**config.mk**
```make
export PLATFORM = sky130hd
export DESIGN_NAME = qam_mod_param
export DESIGN_NICKNAME = d
export VERILOG_FILES = /design/src/rtl/qam_mod_param.sv
export SDC_FILE = /design/constraint.sdc
export NUM_CORES = 1
export LEC_CHECK = 0
export CAP_MARGIN = 25
export CORE_MARGIN = 5
export CORE_UTILIZATION = 45
export DETAILED_ROUTE_END_ITERATION = 7
export GPL_ROUTABILITY_DRIVEN = 0
export GPL_TIMING_DRIVEN = 1
export PLACE_DENSITY_LB_ADDON = 0.3
export SYNTH_ARGS = -nofsm -noshare
export SYNTH_HDL_FRONTEND = slang
export SYNTH_SLANG_ARGS = --single-unit
```
**constraint.sdc**
```tcl
create_clock -name clk -period 2.4 [get_ports clk]
set_input_delay 0.6 -clock clk [delete_from_list [all_inputs] [get_ports clk]]
set_output_delay 0.6 -clock clk [all_outputs]
set_load 0.05 [all_outputs]
```
**src/rtl/qam_mod_param.sv**
```systemverilog
// qam_mod_param
// Streaming QAM modulator for QPSK, 16-QAM and 64-QAM.
// Each accepted symbol is Gray-mapped to signed I/Q levels. The module then
// emits a 4-phase digital carrier (I, Q, -I, -Q) for SPS clocks per symbol.
//
// Ports:
//   clk          system clock, rising edge
//   rst          asynchronous reset, active low
//   din          symbol bits: upper K = I Gray code, lower K = Q Gray code
//   din_valid    din holds a valid symbol
//   din_ready    combinational; symbol is accepted this cycle when valid
//   clr_underrun synchronous clear of the sticky underrun flag
//   clk_m        symbol clock, high during the first half of each symbol
//   m_align      one-cycle pulse on the first cycle of each symbol
//   i_lvl/q_lvl  signed levels of the symbol being transmitted
//   A_reg        signed carrier sample
//   active       a symbol is being transmitted
//   underrun     sticky; stream starved at a symbol boundary
//
// state | meaning
// IDLE  | no symbol in flight, outputs held at 0, ready for a symbol
// RUN   | transmitting a symbol, cnt walks 0..SPS-1
module qam_mod_param #(
  parameter int BITS_PER_SYM = 4,
  parameter int SPS          = 8,
  localparam int K           = BITS_PER_SYM / 2,
  localparam int LVL_W       = K + 1
) (
  input  logic                    clk,
  input  logic                    rst,
  input  logic [BITS_PER_SYM-1:0] din,
  input  logic                    din_valid,
  output logic                    din_ready,
  input  logic                    clr_underrun,
  output logic                    clk_m,
  output logic                    m_align,
  output logic signed [LVL_W-1:0] i_lvl,
  output logic signed [LVL_W-1:0] q_lvl,
  output logic signed [LVL_W-1:0] A_reg,
  output logic                    active,
  output logic                    underrun
);

  localparam int CNT_W = $clog2(SPS);
  localparam logic [CNT_W-1:0] CNT_LAST = CNT_W'(SPS - 1);
  localparam logic [CNT_W-1:0] CNT_HALF = CNT_W'(SPS / 2);

  typedef enum logic {IDLE, RUN} state_t;

  state_t                  state_q, state_d;
  logic [CNT_W-1:0]        cnt_q, cnt_d;
  logic signed [LVL_W-1:0] i_d, q_d, a_d;
  logic                    clk_m_d, m_align_d, underrun_d;
  logic                    accept;

  // Gray -> binary, then level = 2*b + 1 - 2^K. In K+1 bits that is
  // {b, 1} with the MSB flipped, so no wide arithmetic is needed.
  function automatic logic signed [LVL_W-1:0] gray_to_lvl(input logic [K-1:0] g);
    logic [K-1:0] b;
    b[K-1] = g[K-1];
    for (int j = K - 2; j >= 0; j--) begin
      b[j] = b[j+1] ^ g[j];
    end
    return {b, 1'b1} ^ {1'b1, {K{1'b0}}};
  endfunction

  assign din_ready = (state_q == IDLE) || (cnt_q == CNT_LAST);
  assign accept    = din_valid && din_ready;
  assign active    = (state_q == RUN);

  always_ff @(posedge clk or negedge rst) begin
    if (!rst) begin
      state_q  <= IDLE;
      cnt_q    <= '0;
      i_lvl    <= '0;
      q_lvl    <= '0;
      A_reg    <= '0;
      clk_m    <= 1'b0;
      m_align  <= 1'b0;
      underrun <= 1'b0;
    end else begin
      state_q  <= state_d;
      cnt_q    <= cnt_d;
      i_lvl    <= i_d;
      q_lvl    <= q_d;
      A_reg    <= a_d;
      clk_m    <= clk_m_d;
      m_align  <= m_align_d;
      underrun <= underrun_d;
    end
  end

  always_comb begin
    state_d    = state_q;
    cnt_d      = cnt_q;
    i_d        = i_lvl;
    q_d        = q_lvl;
    a_d        = A_reg;
    clk_m_d    = clk_m;
    m_align_d  = 1'b0;
    underrun_d = underrun;

    if (clr_underrun) begin
      underrun_d = 1'b0;
    end

    if (accept) begin
      // Covers both the start from idle and the seamless reload at cnt==SPS-1.
      state_d   = RUN;
      cnt_d     = '0;
      i_d       = gray_to_lvl(din[BITS_PER_SYM-1:K]);
      q_d       = gray_to_lvl(din[K-1:0]);
      a_d       = i_d;
      clk_m_d   = 1'b1;
      m_align_d = 1'b1;
    end else begin
      case (state_q)
        RUN: begin
          if (cnt_q == CNT_LAST) begin
            // Boundary with nothing to send: starve, set wins over clear.
            state_d    = IDLE;
            cnt_d      = '0;
            i_d        = '0;
            q_d        = '0;
            a_d        = '0;
            clk_m_d    = 1'b0;
            underrun_d = 1'b1;
          end else begin
            cnt_d = cnt_q + CNT_W'(1);
            // SPS is a multiple of 4, so the low two bits are the phase.
            case (cnt_d[1:0])
              2'd0:    a_d = i_lvl;
              2'd1:    a_d = q_lvl;
              2'd2:    a_d = -i_lvl;
              default: a_d = -q_lvl;
            endcase
            clk_m_d = (cnt_d < CNT_HALF);
          end
        end
        default: begin
          cnt_d   = '0;
          i_d     = '0;
          q_d     = '0;
          a_d     = '0;
          clk_m_d = 1'b0;
        end
      endcase
    end
  end

endmodule

```
# After elaboration in Yosys (flattened, before gate mapping)
# Cells that the tools add are included.
[word_totals]
regBits = 16
latchBits = 0
mem_bits_rw = 0
romBits = 0
input_bits = 8
output_inout_bits = 14
wordCells = 46
memories = 0
[classes]
add_sub_neg = 3
n_mul = 0
div_mod_pow = 0
magnitude_cmp = 1
n_eq_ne = 4
shifts = 0
muxes = 22
bitwise_logic = 5
reduce_logical = 3
[ops]
columns = ["operator", "n"]
rows = [
  ["3-bit 2-to-1 mux", 10],
  ["1-bit 2-to-1 mux", 11],
  ["3-bit one-hot mux with 3 select lines", 1],
  ["3-bit negator", 2],
  ["3-bit by 1-bit adder with 3-bit output (second input constant)", 1],
  ["3-bit equality test (second input constant)", 1],
  ["3-bit less-than comparator (second input constant)", 1],
  ["3-bit by 1-bit inequality test with 1-bit output (second input constant)", 1],
  ["1-bit inverter", 3],
  ["2-bit by 1-bit equality test with 1-bit output (second input constant)", 1],
  ["2-bit equality test (second input constant)", 1],
  ["2-bit logical NOT", 1],
  ["1-bit XOR", 2],
  ["1-bit logical AND", 1],
  ["1-bit logical OR", 1],
]

# Longest topological paths before layout
[depth]
depth_word = 6
mapped_depth = 7
ltp_nobuf = 6

# Worst setup path before layout
# Ideal clock, no wire load.
[synth_path]
path_type = "reg2out"
from = "register cnt_q[0]"
to = "output din_ready"
arrival_ps = 1208
t_required_ps = 1800
slack_ps = 592
path_stages_with_launch = 6
n_path_buf = 1
cell_sequence = "dfrtp_1 > ha_1 > ha_1 > nor2b_4 > inv_2 > buf_6"
[synth_between]
elab_chain_len = 2
[synth_rtl]
columns = ["item", "line_no", "source"]
rows = [
  ["start: declaration", "51", "logic [CNT_W-1:0] cnt_q, cnt_d;"],
  ["start signal: assignment", "83", "cnt_q <= cnt_d;"],
  ["3-bit equality test", "67", "assign din_ready = (state_q == IDLE) || (cnt_q == CNT_LAST);"],
  ["1-bit logical OR", "67", ""],
  ["end: declaration", "33", "output logic din_ready,"],
]
# No other way between the ends.

# Worst setup path in the final report
# Ends and elaborated chain as after synthesis.

==> results.txt <==
R2r setup slk -> 0.69 ns
Vias per inst -> 5.19
CP arrival -> 1.69 ns
Core Box Area -> 1540 sq um
Die area -> 2570 sq um
Asr flop ratio synth -> 100%
Synth Flop Type -> dfrtp_1
Share of layout cells above drive strength 1 -> 9.89%
# rows -> 14
Metal1 wirelength -> 619 um
HP Class -> reg2reg
Mapped Area -> 747 sq um
Reg-to-Reg End -> A_reg[2]$_DFF_PN0_
Sequential element share of the synthesized area -> 50.3%
CTS Sinks -> 15
Tmin final -> 2.29 ns
WS Path Type -> reg2out
ANT cells -> 0
Syn Nets -> 84
Gr usage total -> 13.2%
MaxCap Viol Count -> 0
Largest area contributor in the netlist -> dfrtp_1
Final Hold Vio Count -> 0
Vias in the first global route -> 560
Synth cell types -> 24
Cts hold-fix bufs -> 0
Die Width -> 50.7 um
Synth Area per Inst -> 11.0 sq um
Top cell type's share of synthesized area -> 50.3%
DR top layer -> met4
Setup violators final -> 0
Max Clk Rate -> 437 MHz
Final Skew -> 0.00415 ns
Skew-Pair Late Insertion Delay -> 0.28 ns
CP Data Required Time -> 1.80 ns
CP Launch Type -> register
WL final -> 1450 um
Slew margin rel. -> 57.8%
Post-route clock period utilization -> 95.4%
Setup crit end -> din_ready
Critical path origin -> cnt_q[0]$_DFF_PN0_
RSZ-0062 raised after global routing -> false
Initial antenna violation count -> 0
IO Port Bufs -> 21
Final WS setup -> 0.111 ns
Sum Neg Setup Slack -> 0 ns
Worst R2R Path Depth -> 6
Largest net degree at the start of global routing -> 16
DP Cell Count -> 103
Die H -> 50.7 um
CTS H-tree lvls -> 1
WHS -> 0.510 ns
Pre-CTS setup slack -> 0.430 ns
Synth Instances -> 68
Synth Register Bits -> 15
Inserted Clock Buffers -> 3
CTS tree -> yes
Post-DP HPWL -> 1120 um
Nets -> 108
Final Non-Filler Cells -> 107
Run status -> finished, final reports clean
# IOs -> 22
YS warnings -> 0
DR pass1 iterations -> 4
R2R Path Start -> cnt_q[0]$_DFF_PN0_
Synth cell count leaders -> dfrtp_1 (15), inv_1 (10), ha_1 (8), nand2_1 (8), o21ai_1 (4)
Number of DRC markers in iteration 0 -> 20
Worst-path clk slew -> 0.08 ns
Area grow syn2layout -> 33.2%
Post-route DRC violation count -> 0
PostCTS Resize Cnt -> 0
Worst-Margin Slew -> 0.631 ns
Longest Clk Path Bufs -> 2
Routed WL per cell -> 13.6 um
Vias -> 555
Metal3 WL -> 113 um
Initial Util -> 48.5%
CP Max Fanout -> 12
Antenna-violating nets left -> 0
Postcts setup bufs -> 0
Global route total overflow -> 0
Setup crit end kind -> output port
Top post-synthesis cells by area -> dfrtp_1 (50%), ha_1 (13%), inv_1 (5.0%), nand2_1 (4.0%), o21ai_1 (2.7%)
DR WL met2 -> 684 um
First-pass GRT wire length -> 2630 um
Slew Viols, Final -> 0
Post-synth EDFFs -> 0
Top-count cell post-synth -> dfrtp_1
Root buf cell -> clkbuf_4
## kinds of logic (layout without fill, tap and decap cells)
kind of cell,Yosys count,in the layout,synth area share [%]
DFF,15,15,50.3
and+or+nand+nor,14,14,10.4
AOI/OAI and AO/OA,13,13,11.7
buffers and inverters,13,36,8.04
adders and majority gates,8,8,13.4
xor gates and xnor gates,4,4,4.69
muxes,1,1,1.51
## cell usage in the layout, fill, tap and decap left out, types with 2 or more instances in the layout
cell type and instances:
clkbuf_4 3, clkdlybuf4s50_1 20, inv_1 10, xor2_1 2
a21oi_1 2, o22ai_1 2, nand2_1 8, o21ai_1 4
dfrtp_1 15, ha_1 8, xnor2_1 2
## worst min-delay path by stage
stage,cells past startpoint,to,from
CTS,1,cnt_q[0]$_DFF_PN0_,cnt_q[0]$_DFF_PN0_
detailed placement,1,cnt_q[0]$_DFF_PN0_,cnt_q[0]$_DFF_PN0_
floorplan,0,A_reg[0]$_DFF_PN0_,rst
finish,1,cnt_q[0]$_DFF_PN0_,cnt_q[0]$_DFF_PN0_
global route,1,cnt_q[0]$_DFF_PN0_,cnt_q[0]$_DFF_PN0_
global placement,1,cnt_q[0]$_DFF_PN0_,cnt_q[0]$_DFF_PN0_
## metrics by stage
stage | util [%] | cell area, sq um
after detailed placement | 62.8 | 968
after global routing | 64.5 | 995
after CTS | 64.5 | 995
final | 64.5 | 995
after global placement | 62.8 | 968
after floorplan | - | 747
## cell type report
cell class	instances	area, sq um
tap	16	20.0
fill	133	547
sequential	15	375
timing repair buffer	21	220
inverter	11	41.3
multi-input combinational	40	312
clock buffer	4	26.3
## routing by layer
layer  vias up  global-route usage [%]
met5         -                       0
met4         0                    6.38
met3         5                    2.96
met2        23                    20.7
met1       259                    16.9
li1        268                       -
## worst max-delay path, stage by stage (launching register included)
cell	delay, ns
dfrtp_1	0.42
ha_1	0.27
ha_1	0.25
nor2b_4	0.16
inv_2	0.13
buf_12	0.18
Power is not shown: default switching activity piles up to over one toggle a cycle in this logic, so the estimate is an artifact.
==> variant 1: new RTL, config.mk and constraints unchanged <==
Register the output `underrun` once more; this adds one clock of latency there. The other outputs are not delayed to match.
--- a/src/rtl/qam_mod_param.sv
+++ b/src/rtl/qam_mod_param.sv
@@ -47,6 +47,8 @@
 
   typedef enum logic {IDLE, RUN} state_t;
 
+  logic underrun_s0;
+
   state_t                  state_q, state_d;
   logic [CNT_W-1:0]        cnt_q, cnt_d;
   logic signed [LVL_W-1:0] i_d, q_d, a_d;
@@ -77,7 +79,7 @@
       A_reg    <= '0;
       clk_m    <= 1'b0;
       m_align  <= 1'b0;
-      underrun <= 1'b0;
+      underrun_s0 <= 1'b0;
     end else begin
       state_q  <= state_d;
       cnt_q    <= cnt_d;
@@ -86,7 +88,7 @@
       A_reg    <= a_d;
       clk_m    <= clk_m_d;
       m_align  <= m_align_d;
-      underrun <= underrun_d;
+      underrun_s0 <= underrun_d;
     end
   end
 
@@ -98,7 +100,7 @@
     a_d        = A_reg;
     clk_m_d    = clk_m;
     m_align_d  = 1'b0;
-    underrun_d = underrun;
+    underrun_d = underrun_s0;
 
     if (clr_underrun) begin
       underrun_d = 1'b0;
@@ -148,5 +150,9 @@
     end
   end
 
+  always_ff @(posedge clk) begin
+    underrun <= underrun_s0;
+  end
+
 endmodule
 
Behaviour: not the same (a bounded check fails within 10 cycles, from zero or initial values and one cycle with rst low).
==> variant 1 against the original RTL <==
Setup slack worse by 0.0040 ns. Wire length is 5.0% lower. Sequential cell count is 1 higher. Fmax is 0.17% lower. Design area is 3.1% higher. Area after synthesis is 2.7% higher. Critical path type unchanged.
==> variant 1: results (changes against the original RTL) <==
outcome complete, no violations; dpl hpwl 1.098 mm (-2.0%); Post-CTS Setup Inserts 0 (unchanged); Hold WC Path Type flop to flop; register area share after synthesis 51.55% (+1.3 points); initial antenna violation count 0 (unchanged); skew final 0.009596 ns (+0.005443 ns); final net count 109 (+0.93%); Total Power 1.619 mW; first-pass GRT wire length 2.428 mm (-7.6%); fillers 150 (+13%); Sw Ratio 47.37%; vias in the first global route 528 (-5.7%); H-tree depth 1 (unchanged); Critical Path Fanout Max 12 (unchanged); Via density 4.899 (-5.5%); Synth area leaders dfrtp_1 49%, ha_1 13%, inv_1 4.9%; total CTS buffers 3 (unchanged); layout cells sized above 1 10.87% (+0.98 points); synth cell count leaders 15 x dfrtp_1, 10 x inv_1, 8 x ha_1, 8 x nand2_1, 4 x o21ai_1; worst path arrival time 1.69 ns (about the same); Yosys cell types 25 (+4.2%); diode count 0 (unchanged); Iteration-0 DRC Markers 8 (-60%); worst slew pin tran 0.6553 ns (+0.02456 ns); CTS clk-pin slew, worst paths 0.10 ns (+0.02 ns); Final Hold Viols 0 (unchanged); Clock Path Buffers 2 (unchanged); Synth Warn # 0 (unchanged); Setup Viol. Count Final 0 (unchanged); ys async rst share 93.75% (-6.3 points); largest net degree at the start of global routing 16 (unchanged); Clk Latency, worst-skew pair 0.28 ns (about the same); Net Count, Synth 85 (+1.2%); GRT Total Usage 12.77% (-0.40 points); VDD IR max 0.9048 mV; CTS resizes 0 (unchanged); LEAKAGE between 0.4 and 0.5 nW; Placed Area 989.7 um^2 (+2.2%); worst slack, placed 0.4251 ns (-0.005187 ns); Root Driver clkbuf_4; Detailed Routing Iterations Pass 1 4 (unchanged); PortBufs 21 (unchanged); routed len/inst 12.66 um (-6.7%)
## variant 1: changes by cell type in the layout (fill, tap and decap cells not counted)
| cell | change |
|---|---|
| dfxtp_1 | +1 |
| clkbuf_1 | -1 |
| clkbuf_8 | +1 |
## variant 1: kinds of logic (layout without fill, tap and decap cells)
| kind of cell | Yosys count | count (layout) | synth area share [%] |
|---|---|---|---|
| flip-flops | 16 | 16 | 51.55 |
| AND/OR/NAND/NOR | 14 | 14 | 10.11 |
| multiplexers | 1 | 1 | 1.468 |
| XOR/XNOR | 4 | 4 | 4.569 |
| buffers and inverters | 13 | 36 | 7.831 |
| adder cells (fa/ha/maj) | 8 | 8 | 13.05 |
| AO/OA/AOI/OAI | 13 | 13 | 11.42 |
## variant 1: final cells by class
type	instances	share of cell area (%)
clock buffers	4	3.537
inverters	11	4.024
multi-input cells	40	30.37
flip-flops and latches	16	38.54
well taps	17	2.073
repair buffers	21	21.46
## variant 1: power groups by stage
stage | Combinational, mW | Clock, mW | Sequential (mW)
4_1_cts | 0.997 | 0.185 | 0.458
6_report | 0.986 | 0.176 | 0.457
3_5_place_dp | 0.991 | 0 | 0.465
3_3_place_gp | 0.987 | 0 | 0.459
2_1_floorplan | 0.439 | 0 | 0.733
5_1_grt | 1.07 | 0.192 | 0.475
## variant 1: worst max-delay path, stage by stage (launching register included)
cell and delay, ns:
dfrtp_1 0.43, ha_1 0.26, ha_1 0.25, nor2b_4 0.17, inv_2 0.13, buf_12 0.17
## variant 1: per-stage QoR
stage,util [%],cells
after floorplan,-,69
after global placement,59.25,105
after detailed placement,59.25,105
after CTS,61.42,109
after global routing,61.42,109
final,61.42,109
## variant 1: routing by layer
metal  vias to the layer above  GRT usage, %  wire, um
met5                         -             0         0
met4                         0         5.240        17
met3                         2         4.082        67
met2                        11         21.67       695
met1                       248         14.79       601
li1                        273             -         -
## variant 1: path summary, 6_finish.rpt
check                                  from         to  slack [ns]  cells after the start
min in group asynchronous               rst   i_lvl[1]        0.71                      1
worst max-delay path               cnt_q[0]  din_ready        0.11                      5
worst min register to register  underrun_s0   underrun        0.39                      0
worst max register to register     cnt_q[0]   i_lvl[2]        0.70                      6
max in group asynchronous               rst   cnt_q[1]        1.26                      1
worst min-delay path            underrun_s0   underrun        0.39                      0
==> variant 2: new RTL, config.mk and constraints unchanged <==
Made on the original files. Set the parameter `SPS` to 4 (it was 8).
--- a/src/rtl/qam_mod_param.sv
+++ b/src/rtl/qam_mod_param.sv
@@ -22,7 +22,7 @@
 // RUN   | transmitting a symbol, cnt walks 0..SPS-1
 module qam_mod_param #(
   parameter int BITS_PER_SYM = 4,
-  parameter int SPS          = 8,
+  parameter int SPS          = 4,
   localparam int K           = BITS_PER_SYM / 2,
   localparam int LVL_W       = K + 1
 ) (
Formal check against the unedited RTL: not equivalent (a bounded check fails within 4 cycles, from zero or initial values and one cycle with rst low).
==> variant 2 against the original RTL <==
Design area fell by 7.0%. Largest cell class unchanged. Area after synthesis is 8.9% lower. Sequential cell count is 1 lower. Worst hold slack gained 0.029 ns. Synthesized cell count decreased by 5.9%. Final cell count down 4.7%. Global-route usage shrank 0.41 points. Wire length fell by 9.8%. Highest routed layer unchanged. Non-clock buffer count stayed put. Setup slack gained 0.16 ns. Die area decreased by 7.2%.
Power is left out: the tool's default activity adds up to more than one toggle a clock period on the data nets, which glitch-free logic cannot reach.
==> variant 2: results (changes against the original RTL) <==
M1 GR Usage 14.50% (-2.4 points); GR Util met2 22.61% (+1.9 points); synth-to-layout area growth 35.85%; met3 routed WL 84 um (-26%); fillers 130 (-2.3%); crit path launch q_lvl[2]; GRT Total Usage 12.75% (-0.41 points); Placed Area 902.1 um^2 (-6.8%); routed wire length 1.310 mm (-9.8%); Worst Min Path Start cnt_q[0]; register area share after synthesis 51.47% (+1.2 points); CTS clk-pin slew, worst paths 0.08 ns (about the same); Slew headroom 60.35% (+2.5 points); Compound-Gate Fraction of Synth Area 13.05% (+1.3 points); Clock buf/inv share 2.436% (-0.21 points); largest net degree at the start of global routing 15 (-1); Critical Path Fanout Max 4 (-8); vias in the first global route 562 (+0.36%); final net count 103 (-4.6%); met3 Use GR 2.752% (-0.21 points); WL met1 560 um (-9.5%); Largest delay share family, worst path buffers and inverters; Data buffer area share 23.82% (+1.7 points); layout cells sized above 1 5.814% (-4.1 points); Critical Path Slowest Stage Cell clkdlybuf4s50_1; mux share of post-synthesis cell area 0% (-1.5 points); Max stage delay on crit path 0.83 ns (+0.41 ns); average size of a mapped cell 10.64 um^2 (-3.2%); worst path arrival time 1.53 ns (-0.16 ns); dpl hpwl 1.029 mm (-8.1%); first-pass GRT wire length 2.394 mm (-8.9%); Detailed Routing Iterations Pass 1 5 (+1); fraction of area in registers 37.89% (+0.15 points); skew final 0.002439 ns (-0.001714 ns); Synth area leaders dfrtp_1 51%, ha_1 13%, nand2_1 5.0%; Net Count, Synth 79 (-6.0%); outcome complete, no violations; routed wl met2 644 um (-5.8%); Post-CTS Setup Inserts 0 (unchanged); number of non-clock inverters 9 (-2); Yosys cell types 20 (-17%); via count 518 (-6.7%); post-synthesis register bit count 14 (-1); Adder-Cell Fraction of Synth Area 12.87% (-0.53 points); synth cell count leaders 14 x dfrtp_1, 9 x nand2_1, 8 x inv_1; Worst R2R Path Depth 5 (-1); layout clock buffer count 3 (-1); comb_multi_in 39 (-2.5%)
## variant 2: path summary, 6_finish.rpt
kind / slack (ns) / endpoint
hold / removal: 0.54 / cnt_q[0]
setup reg to reg: 0.86 / A_reg[2]
hold reg to reg: 0.54 / cnt_q[0]
setup / recovery: 0.27 / q_lvl[2]
max in group asynchronous: 1.32 / underrun
min in group asynchronous: 0.70 / q_lvl[2]
## variant 2: cell families (layout without fill, tap and decap cells)
logic type	after synthesis	count (layout)
buffers and inverters	11	33
XOR/XNOR	4	4
AND/OR/NAND/NOR	14	14
adder cells (fa/ha/maj)	7	7
flip-flops	14	14
AO/OA/AOI/OAI	14	14
## variant 2: per-stage QoR
stage               util (%)  instances  worst slack [ns]
floorplan                  -         64            0.7087
global placement       61.31         99            0.5863
detailed placement     61.31         99            0.5780
CTS                    62.84        102            0.2603
global route           62.84        102            0.2097
finish                 62.84        102            0.2701
